==> src/rtl/mips_ctrl_pkg.sv <==
// Shared definitions for the multicycle MIPS control path.
// Contents: FSM state enum, opcode / funct / rs constants, mux select
// encodings for pcsrc, regdst, memtoreg and aluop, and the instruction
// class enum produced by mips_op_decode.
package mips_ctrl_pkg;

  typedef enum logic [2:0] {
    S_IF  = 3'd0,
    S_ID  = 3'd1,
    S_EX  = 3'd2,
    S_MEM = 3'd3,
    S_WB  = 3'd4
  } state_e;

  localparam logic [5:0] OP_RTYPE = 6'b000000;
  localparam logic [5:0] OP_J     = 6'b000010;
  localparam logic [5:0] OP_JAL   = 6'b000011;
  localparam logic [5:0] OP_BEQ   = 6'b000100;
  localparam logic [5:0] OP_BNE   = 6'b000101;
  localparam logic [5:0] OP_ADDI  = 6'b001000;
  localparam logic [5:0] OP_SLTI  = 6'b001010;
  localparam logic [5:0] OP_ANDI  = 6'b001100;
  localparam logic [5:0] OP_ORI   = 6'b001101;
  localparam logic [5:0] OP_LUI   = 6'b001111;
  localparam logic [5:0] OP_COP0  = 6'b010000;
  localparam logic [5:0] OP_LW    = 6'b100011;
  localparam logic [5:0] OP_SW    = 6'b101011;

  localparam logic [5:0] FN_JR    = 6'b001000;
  localparam logic [5:0] FN_JALR  = 6'b001001;

  localparam logic [4:0] RS_MFC0  = 5'b00000;
  localparam logic [4:0] RS_MTC0  = 5'b00100;

  localparam logic [1:0] PCSRC_PC4    = 2'b00;
  localparam logic [1:0] PCSRC_BRANCH = 2'b01;
  localparam logic [1:0] PCSRC_JUMP   = 2'b10;
  localparam logic [1:0] PCSRC_RS     = 2'b11;

  localparam logic [1:0] REGDST_RT = 2'b00;
  localparam logic [1:0] REGDST_RD = 2'b01;
  localparam logic [1:0] REGDST_RA = 2'b10;

  localparam logic [1:0] MTR_ALU  = 2'b00;
  localparam logic [1:0] MTR_MEM  = 2'b01;
  localparam logic [1:0] MTR_LINK = 2'b10;
  localparam logic [1:0] MTR_CP0  = 2'b11;

  localparam logic [1:0] ALUOP_ADD   = 2'b00;
  localparam logic [1:0] ALUOP_SUB   = 2'b01;
  localparam logic [1:0] ALUOP_FUNCT = 2'b10;
  localparam logic [1:0] ALUOP_IMM   = 2'b11;

  typedef enum logic [3:0] {
    C_RTYPE, C_IMM, C_LW, C_SW, C_BEQ, C_BNE, C_J, C_JR,
    C_JAL, C_JALR, C_MFC0, C_MTC0, C_ILLEGAL
  } iclass_e;

endpackage

==> src/rtl/mips_op_decode.sv <==
// Combinational instruction classifier.
// Ports:
//   op_i      IR[31:26]
//   funct_i   IR[5:0]   (selects jr / jalr under op 000000)
//   rs_i      IR[25:21] (selects mfc0 / mtc0 under op 010000)
//   cls_o     instruction class
//   illegal_o high when the instruction cannot be decoded
module mips_op_decode
  import mips_ctrl_pkg::*;
(
  input  logic [5:0] op_i,
  input  logic [5:0] funct_i,
  input  logic [4:0] rs_i,
  output iclass_e    cls_o,
  output logic       illegal_o
);

  always_comb begin
    cls_o = C_ILLEGAL;
    case (op_i)
      OP_RTYPE: begin
        // Every funct other than the two register jumps is an ALU op.
        if (funct_i == FN_JR)        cls_o = C_JR;
        else if (funct_i == FN_JALR) cls_o = C_JALR;
        else                         cls_o = C_RTYPE;
      end
      OP_J:    cls_o = C_J;
      OP_JAL:  cls_o = C_JAL;
      OP_BEQ:  cls_o = C_BEQ;
      OP_BNE:  cls_o = C_BNE;
      OP_ADDI, OP_SLTI, OP_ANDI, OP_ORI, OP_LUI: cls_o = C_IMM;
      OP_LW:   cls_o = C_LW;
      OP_SW:   cls_o = C_SW;
      OP_COP0: begin
        if (rs_i == RS_MFC0)      cls_o = C_MFC0;
        else if (rs_i == RS_MTC0) cls_o = C_MTC0;
        else                      cls_o = C_ILLEGAL;
      end
      default: cls_o = C_ILLEGAL;
    endcase
  end

  assign illegal_o = (cls_o == C_ILLEGAL);

endmodule

==> src/rtl/mips_mc_ctrl.sv <==
// Multicycle MIPS control FSM (IF, ID, EX, MEM, WB).
// Ports:
//   clk, rst            clock, synchronous active-high reset
//   op, funct, rs       instruction fields, valid from ID onward
//   zero                ALU zero flag, used by branches in EX
//   imem_ready          instruction memory data available
//   dmem_ready          data memory access completes
//   imem_read, irwrite, pcwrite, pcsrc, regdst, alusrc, aluop,
//   memtoreg, regwrite, dmem_read, dmem_write, cp0_write
//                       datapath requests, strobes and mux selects
//   instr_done          pulse in the final cycle of each instruction
//   illegal_op          pulse in ID for an undecodable instruction
//
// Handshake: imem_read (IF) and dmem_read/dmem_write (MEM) are requests
// that stay high and unchanged until the matching ready is sampled high
// in that same state; the transfer happens in the cycle where request and
// ready are both high. A ready seen in any other state, or while rst is
// high, has no effect.
module mips_mc_ctrl
  import mips_ctrl_pkg::*;
(
  input  logic       clk,
  input  logic       rst,
  input  logic [5:0] op,
  input  logic [5:0] funct,
  input  logic [4:0] rs,
  input  logic       zero,
  input  logic       imem_ready,
  input  logic       dmem_ready,
  output logic       imem_read,
  output logic       irwrite,
  output logic       pcwrite,
  output logic [1:0] pcsrc,
  output logic [1:0] regdst,
  output logic       alusrc,
  output logic [1:0] aluop,
  output logic [1:0] memtoreg,
  output logic       regwrite,
  output logic       dmem_read,
  output logic       dmem_write,
  output logic       cp0_write,
  output logic       instr_done,
  output logic       illegal_op
);

  state_e  state_q, state_d;
  iclass_e cls_q, cls_d;
  iclass_e dec_cls;
  logic    dec_illegal;

  mips_op_decode u_decode (
    .op_i      (op),
    .funct_i   (funct),
    .rs_i      (rs),
    .cls_o     (dec_cls),
    .illegal_o (dec_illegal)
  );

  // Outputs depend on the live ready/zero inputs, so they are decoded
  // combinationally from the state and class rather than registered.
  always_comb begin
    state_d    = state_q;
    cls_d      = cls_q;
    imem_read  = 1'b0;
    irwrite    = 1'b0;
    pcwrite    = 1'b0;
    pcsrc      = PCSRC_PC4;
    regdst     = REGDST_RT;
    alusrc     = 1'b0;
    aluop      = ALUOP_ADD;
    memtoreg   = MTR_ALU;
    regwrite   = 1'b0;
    dmem_read  = 1'b0;
    dmem_write = 1'b0;
    cp0_write  = 1'b0;
    instr_done = 1'b0;
    illegal_op = 1'b0;

    case (state_q)
      S_IF: begin
        imem_read = 1'b1;
        if (imem_ready) begin
          irwrite = 1'b1;
          pcwrite = 1'b1;
          pcsrc   = PCSRC_PC4;
          state_d = S_ID;
        end
      end

      S_ID: begin
        // Later states use the registered class, so the IR fields only
        // need to be stable during this cycle.
        cls_d   = dec_cls;
        state_d = S_EX;
        if (dec_illegal) begin
          illegal_op = 1'b1;
          instr_done = 1'b1;
          state_d    = S_IF;
        end else begin
          case (dec_cls)
            C_J:    begin pcwrite = 1'b1; pcsrc = PCSRC_JUMP; instr_done = 1'b1; state_d = S_IF; end
            C_JR:   begin pcwrite = 1'b1; pcsrc = PCSRC_RS;   instr_done = 1'b1; state_d = S_IF; end
            C_JAL:  begin pcwrite = 1'b1; pcsrc = PCSRC_JUMP; state_d = S_WB; end
            C_JALR: begin pcwrite = 1'b1; pcsrc = PCSRC_RS;   state_d = S_WB; end
            C_MFC0: state_d = S_WB;
            default: state_d = S_EX;
          endcase
        end
      end

      S_EX: begin
        state_d = S_IF;
        case (cls_q)
          C_RTYPE: begin aluop = ALUOP_FUNCT; state_d = S_WB; end
          C_IMM:   begin alusrc = 1'b1; aluop = ALUOP_IMM; state_d = S_WB; end
          C_LW, C_SW: begin alusrc = 1'b1; aluop = ALUOP_ADD; state_d = S_MEM; end
          C_BEQ, C_BNE: begin
            aluop = ALUOP_SUB;
            // beq is taken on zero==1, bne on zero==0.
            if ((cls_q == C_BEQ) == zero) begin
              pcwrite = 1'b1;
              pcsrc   = PCSRC_BRANCH;
            end
            instr_done = 1'b1;
          end
          C_MTC0:  begin cp0_write = 1'b1; instr_done = 1'b1; end
          default: state_d = S_IF;
        endcase
      end

      S_MEM: begin
        dmem_read  = (cls_q == C_LW);
        dmem_write = (cls_q == C_SW);
        if (dmem_ready) begin
          if (cls_q == C_LW) begin
            state_d = S_WB;
          end else begin
            instr_done = 1'b1;
            state_d    = S_IF;
          end
        end
      end

      S_WB: begin
        regwrite   = 1'b1;
        instr_done = 1'b1;
        state_d    = S_IF;
        case (cls_q)
          C_RTYPE: begin regdst = REGDST_RD; memtoreg = MTR_ALU;  end
          C_IMM:   begin regdst = REGDST_RT; memtoreg = MTR_ALU;  end
          C_LW:    begin regdst = REGDST_RT; memtoreg = MTR_MEM;  end
          C_JAL:   begin regdst = REGDST_RA; memtoreg = MTR_LINK; end
          C_JALR:  begin regdst = REGDST_RD; memtoreg = MTR_LINK; end
          C_MFC0:  begin regdst = REGDST_RT; memtoreg = MTR_CP0;  end
          default: begin regdst = REGDST_RT; memtoreg = MTR_ALU;  end
        endcase
      end

      default: state_d = S_IF;
    endcase

    // Reset silences every output and ignores both readies, which also
    // abandons any in-flight memory access.
    if (rst) begin
      state_d    = S_IF;
      imem_read  = 1'b0;
      irwrite    = 1'b0;
      pcwrite    = 1'b0;
      pcsrc      = PCSRC_PC4;
      regdst     = REGDST_RT;
      alusrc     = 1'b0;
      aluop      = ALUOP_ADD;
      memtoreg   = MTR_ALU;
      regwrite   = 1'b0;
      dmem_read  = 1'b0;
      dmem_write = 1'b0;
      cp0_write  = 1'b0;
      instr_done = 1'b0;
      illegal_op = 1'b0;
    end
  end

  always_ff @(posedge clk) begin
    if (rst) begin
      state_q <= S_IF;
      cls_q   <= C_ILLEGAL;
    end else begin
      state_q <= state_d;
      cls_q   <= cls_d;
    end
  end

endmodule

==> config.mk <==
export PLATFORM = sky130hd
export DESIGN_NAME = mips_mc_ctrl
export DESIGN_NICKNAME = d
export VERILOG_FILES = /design/src/rtl/mips_ctrl_pkg.sv /design/src/rtl/mips_op_decode.sv /design/src/rtl/mips_mc_ctrl.sv
export SDC_FILE = /design/constraint.sdc
export NUM_CORES = 1
export LEC_CHECK = 0
export BUFFER_PORTS_ARGS = -buffer_cell sky130_fd_sc_hd__clkbuf_2
export CAP_MARGIN = 20
export CORE_ASPECT_RATIO = 0.5
export CORE_MARGIN = 2
export CORE_UTILIZATION = 30
export CTS_BUF_LIST = sky130_fd_sc_hd__clkbuf_4
export CTS_CLUSTER_SIZE = 20
export DETAILED_ROUTE_END_ITERATION = 10
export GPL_ROUTABILITY_DRIVEN = 1
export GPL_TIMING_DRIVEN = 0
export SETUP_SLACK_MARGIN = 0.4
export SYNTH_ARGS = -nofsm -noshare
export SYNTH_HDL_FRONTEND = slang
export SYNTH_HIERARCHICAL = 1
export SYNTH_SLANG_ARGS = --single-unit
==> constraint.sdc <==
create_clock -name clk -period 3.05 [get_ports clk]
set_clock_uncertainty 0.05 [all_clocks]
set_input_delay 0.61 -clock clk [delete_from_list [all_inputs] [get_ports clk]]
set_output_delay 0.61 -clock clk [all_outputs]
set_load 0.02 [all_outputs]
== After elaboration in Yosys (flattened, before gate mapping) ==
Index checks and enable logic that the tools add are counted.
Operators by class
  equality and inequality tests: 37
  mux-type cells: 60
  reductions and logical operators: 18
Operator list (count)
  $eq 6x4->1 const B: 7
  $pmux 4 s9: 1
  $mux 1: 33
  $eq 4x4->1 const B: 8
  $eq 4x3->1 const B: 4
  $mux 2: 8
  $reduce_or 2->1: 8
  $mux 3: 5
  $eq 6x2->1 const B: 2
  $eq 6x3->1 const B: 2
  $eq 6x6->1 const B: 2
  $mux 4: 3
  $pmux 2 s2: 3
  $pmux 2 s3: 2
  $pmux 3 s2: 2
  $pmux 3 s4: 1
  $reduce_or 3->1: 3
  $eq 4x2->1 const B: 2
  $eq 3x2->1 const B: 2
  $eq 6x5->1 const B: 1
  $logic_not 6->1: 1
  $eq 5x3->1 const B: 1
  $logic_not 5->1: 1
  $reduce_or 5->1: 1
  11 further kinds: 12
Word-level totals
  register bits: 7
  input bits: 22

== Longest topological paths before layout ==
  depth in word-level cells: 10
  depth in mapped cells: 8
  depth with buffers taken out: 8

== Cells and area by module ==
Netlist, hierarchy kept.
By module, submodules not included
  mips_mc_ctrl: instances 1, cells an instance 88, area an instance 640.6 um^2, seq. area each 140.1 um^2
  mips_op_decode: instances 1, cells an instance 39, area an instance 279.0 um^2, seq. area each 0.0 um^2

== Worst setup path before layout ==
No wires, ideal clock.
  path kind: in2out
  start point: in op[1]
  end point: out instr_done
  arrival time: 3261 ps
  required time: 2390 ps
  slack: -871 ps
  stages: 8
  path buffers: 0
  cells stage by stage: or4_4 and4bb_1 nor2b_1 inv_1 o311ai_1 and3b_1 nor4_1 a2111oi_0
On the way
  longest elaborated chain between the ends: 9
  elaborated cells on any way between the ends: 23
  classes of those cells: 15 x eq/ne; 5 x mux; 3 x reduce/logical
Ends and longest elaborated chain
  from (decl): line mips_mc_ctrl.sv:24  | input logic [5:0] op,
  $eq 6x4->1: line mips_op_decode.sv:20  | case (op_i)
  $reduce_or 5->1: line mips_op_decode.sv:20
  $pmux 4 s9 (*): line mips_op_decode.sv:20
  named net dec_cls[1]: line mips_mc_ctrl.sv:48  | iclass_e dec_cls;
  $eq 4x3->1: line mips_mc_ctrl.sv:100  | case (dec_cls)
  $reduce_or 2->1 (no line)
  $mux 1: line mips_mc_ctrl.sv:100
  $mux 1 (*): line mips_mc_ctrl.sv:95  | if (dec_illegal) begin
  $pmux 1 s4 (*): line mips_mc_ctrl.sv:79  | case (state_q)
  $mux 1 (*): line mips_mc_ctrl.sv:164  | if (rst) begin
  to (decl): line mips_mc_ctrl.sv:42  | output logic instr_done,
The timed path passes the listed nets; every way through them passes the cells marked *.

== Final worst setup path ==
  start point: in op[0]
  end point: out pcsrc[0]
On the way
  elaborated cells on any way between the ends: 26
  classes of those cells: 17 x eq/ne; 5 x mux; 4 x reduce/logical
RTL lines
  $eq 6x4->1: line mips_op_decode.sv:20
  $reduce_or 5->1: line mips_op_decode.sv:20
  $pmux 4 s9 (*): line mips_op_decode.sv:20
  named net dec_cls[2]: line mips_mc_ctrl.sv:48
  $eq 4x4->1 (*): line mips_op_decode.sv:43  | assign illegal_o = (cls_o == C_ILLEGAL);
  named net dec_illegal: line mips_mc_ctrl.sv:49  | logic dec_illegal;
  $mux 2 (*): line mips_mc_ctrl.sv:95
  $pmux 2 s2 (*): line mips_mc_ctrl.sv:79
  $mux 2 (*): line mips_mc_ctrl.sv:164
  to (decl): line mips_mc_ctrl.sv:33  | output logic [1:0] pcsrc,
Marked as above.

==> results.json <==
{
  "status": "finished with violations",
  "failed_checks": "negative setup slack",
  "via_per_inst": 5.31,
  "relSlewSlack_pct": 63.2,
  "cts.sinks": 7,
  "n_antenna_cell": 0,
  "ff2ff_path_depth": 4,
  "drt_iter0_drc": 64,
  "critical_path.reg2reg.endpoint": "state_q[1]",
  "first_global_vias": 983,
  "fin_crit_ps": 3410,
  "place_ws_ps": -474,
  "cts_buffers": 3,
  "rows": 14,
  "finalSetupTns_ps": -1370,
  "worstPathArrival_ps": 2750,
  "ys.flop_type": "dfxtp_1",
  "core_region_area_sq_um": 2960,
  "crit_type": "in -> out",
  "grtUsageTotal_pct": 16.2,
  "fmax_ghz": 0.293,
  "grt_max_degree": 11,
  "antenna_found_initial": 0,
  "final_common_cell": "clkbuf_2",
  "tightest_slew_ps": 553,
  "grt-ovfl-total": 0,
  "hold_viol_final": 0,
  "h-tree-depth": 1,
  "hold_slack_ps": 571,
  "worstHoldPathType": "in -> reg",
  "via_count": 1152,
  "synthTopCellsByArea": "dfxtp_1 15%, nor2_1 6.1%, and3b_1 4.8%, nor4b_1 4.8%, a211o_1 3.8%",
  "post-synth-top-area-fraction_pct": 15.2,
  "cp.required_ps": 2390,
  "drt_wl_total_um": 2880,
  "regToRegSetupSlack_ps": 1490,
  "syn_avg_cell_area_sq_um": 7.24,
  "nets": 200,
  "hold-path-endpoint": "state_q[0]",
  "cts_buffer_depth": 2,
  "numPortBuffers": 39,
  "synth_cell_types": 46,
  "synth-seq-area-share_pct": 15.2,
  "min_period_over_period_pct": 112,
  "netlist.top_cell.by_area": "dfxtp_1",
  "ys_seq_elements": 7,
  "syn_nets": 149,
  "gp_congestion": 0.807,
  "area_growth_pct": 56.3,
  "p_per_area_nw_per_um2": 233,
  "start_util_pct": 31.1,
  "min_path_cells": 3,
  "syn_inst": 127,
  "drive_above_1_share_pct": 42.9,
  "cts_tree": "built",
  "setup_viol": 5,
  "synth_warnings": 6,
  "die-area_sq_um": 3550,
  "clock_latency_ps": 260,
  "first_pass_iters": 4,
  "cap_violations": 0,
  "hold_path.startpoint": "imem_ready",
  "setup_ws_ps": -359,
  "ios": 40,
  "end_kind": "output port",
  "drv_slew": 0,
  "ctsRootBufferMaster": "clkbuf_4",
  "die_h_um": 43.2,
  "hpwl_um": 2070,
  "start_kind": "input port",
  "die_w_um": 82.3,
  "final_cell_mix": "31 x clkbuf_2, 14 x nor2_1, 8 x buf_4",
  "post-route-util_pct": 48.6,
  "power.total_mw": 0.335,
  "ir_worst_vdd_mv": 0.0934,
  "clk_pin_slew_worst_paths_ps": 60,
  "rsz0062_at_grt": "yes",
  "critPathLaunch": "op[0]",
  "ant_nets": 0,
  "leakagePower_nw": 0.630,
  "r2r-start": "state_q[0]",
  "worst-path-max-fanout": 7,
  "syn_area_sq_um": 920,
  "post_drt_wl_per_cell_um": 13.3,
  "drc_errors": 0,
  "grt_pass1_wl_um": 4420,
  "async_reset_ff_share_pct": 0,
  "synth_edf_count": 0
}
==> registers in the layout (all words and copies together), names as in the netlist <==
register,flops
state_q,3
cls_q,4
==> logic make-up after synthesis <==
group / Yosys count / synth area share, %
buffers and inverters: 14 / 5.99
xor gates and xnor gates: 3 / 2.86
muxes: 2 / 2.18
DFF: 7 / 15.2
AOI/OAI and AO/OA: 26 / 21.2
and+or+nand+nor: 75 / 52.5
==> metrics by stage <==
| stage | instance area, sq um | cells |
|---|---|---|
| 6_report | 1440 | 217 |
| 5_1_grt | 1440 | 217 |
| 3_5_place_dp | 1230 | 206 |
| 4_1_cts | 1410 | 215 |
| 3_3_place_gp | 1230 | 206 |
| 2_1_floorplan | 990 | 127 |
==> repair_timing <==
action / CTS / global route
endpoints found under the hold margin: 0 / 0
endpoints found under the setup margin: 7 / 10
resized for setup: 20 / 6
setup buffers: 5 / 2
hold buffers: 0 / 0
pin swaps: 8 / 1
==> Yosys cell counts (all sizes together) (5+ instances only) <==
cell	count
clkbuf	6
nor3	6
nor3b	5
nor2	16
inv	6
o21ai	5
nor4b	5
nand3	6
dfxtp	7
and3b	5
a21oi	5
==> final cells by class <==
type,instances,area [sq um]
Fill cell,296,1520
Clock buffer,4,30.0
Tap cell,40,50.0
Multi-Input combinational cell,106,845
Buffer,8,32.5
Inverter,6,22.5
Sequential cell,7,140
Timing Repair Buffer,46,318
==> metal layers <==
metal / GRT usage (%) / share of wire [%]
met5: 0 / 0
met4: 6.00 / 0.31
met3: 2.13 / 3.8
met2: 25.8 / 47
met1: 22.1 / 49
==> critical path, cell delays in order <==
cell and delay [ps]:
clkbuf_16 130, or4_4 540, nor2_4 120, a211oi_2 50
or4_4 450, and3b_2 270, nor2_4 130, o2111ai_4 130
o21ai_2 160, clkbuf_8 160
==> report_power, final <==
group,total [mW],switching (mW),internal [mW]
Sequential,0.0982,0.00300,0.0952
Clock,0.103,0.0440,0.0595
Combinational,0.134,0.0726,0.0609
Total,0.335,0.120,0.216
==> worst max-delay path by stage <==
stage | to | slack [ps]
after floorplan | pcsrc[0] | -160
after global placement | instr_done | -470
after detailed placement | instr_done | -470
after CTS | pcsrc[0] | -340
after global routing | pcsrc[0] | -450
final | pcsrc[0] | -360
No activity file was read; power rests on OpenSTA's default activity.
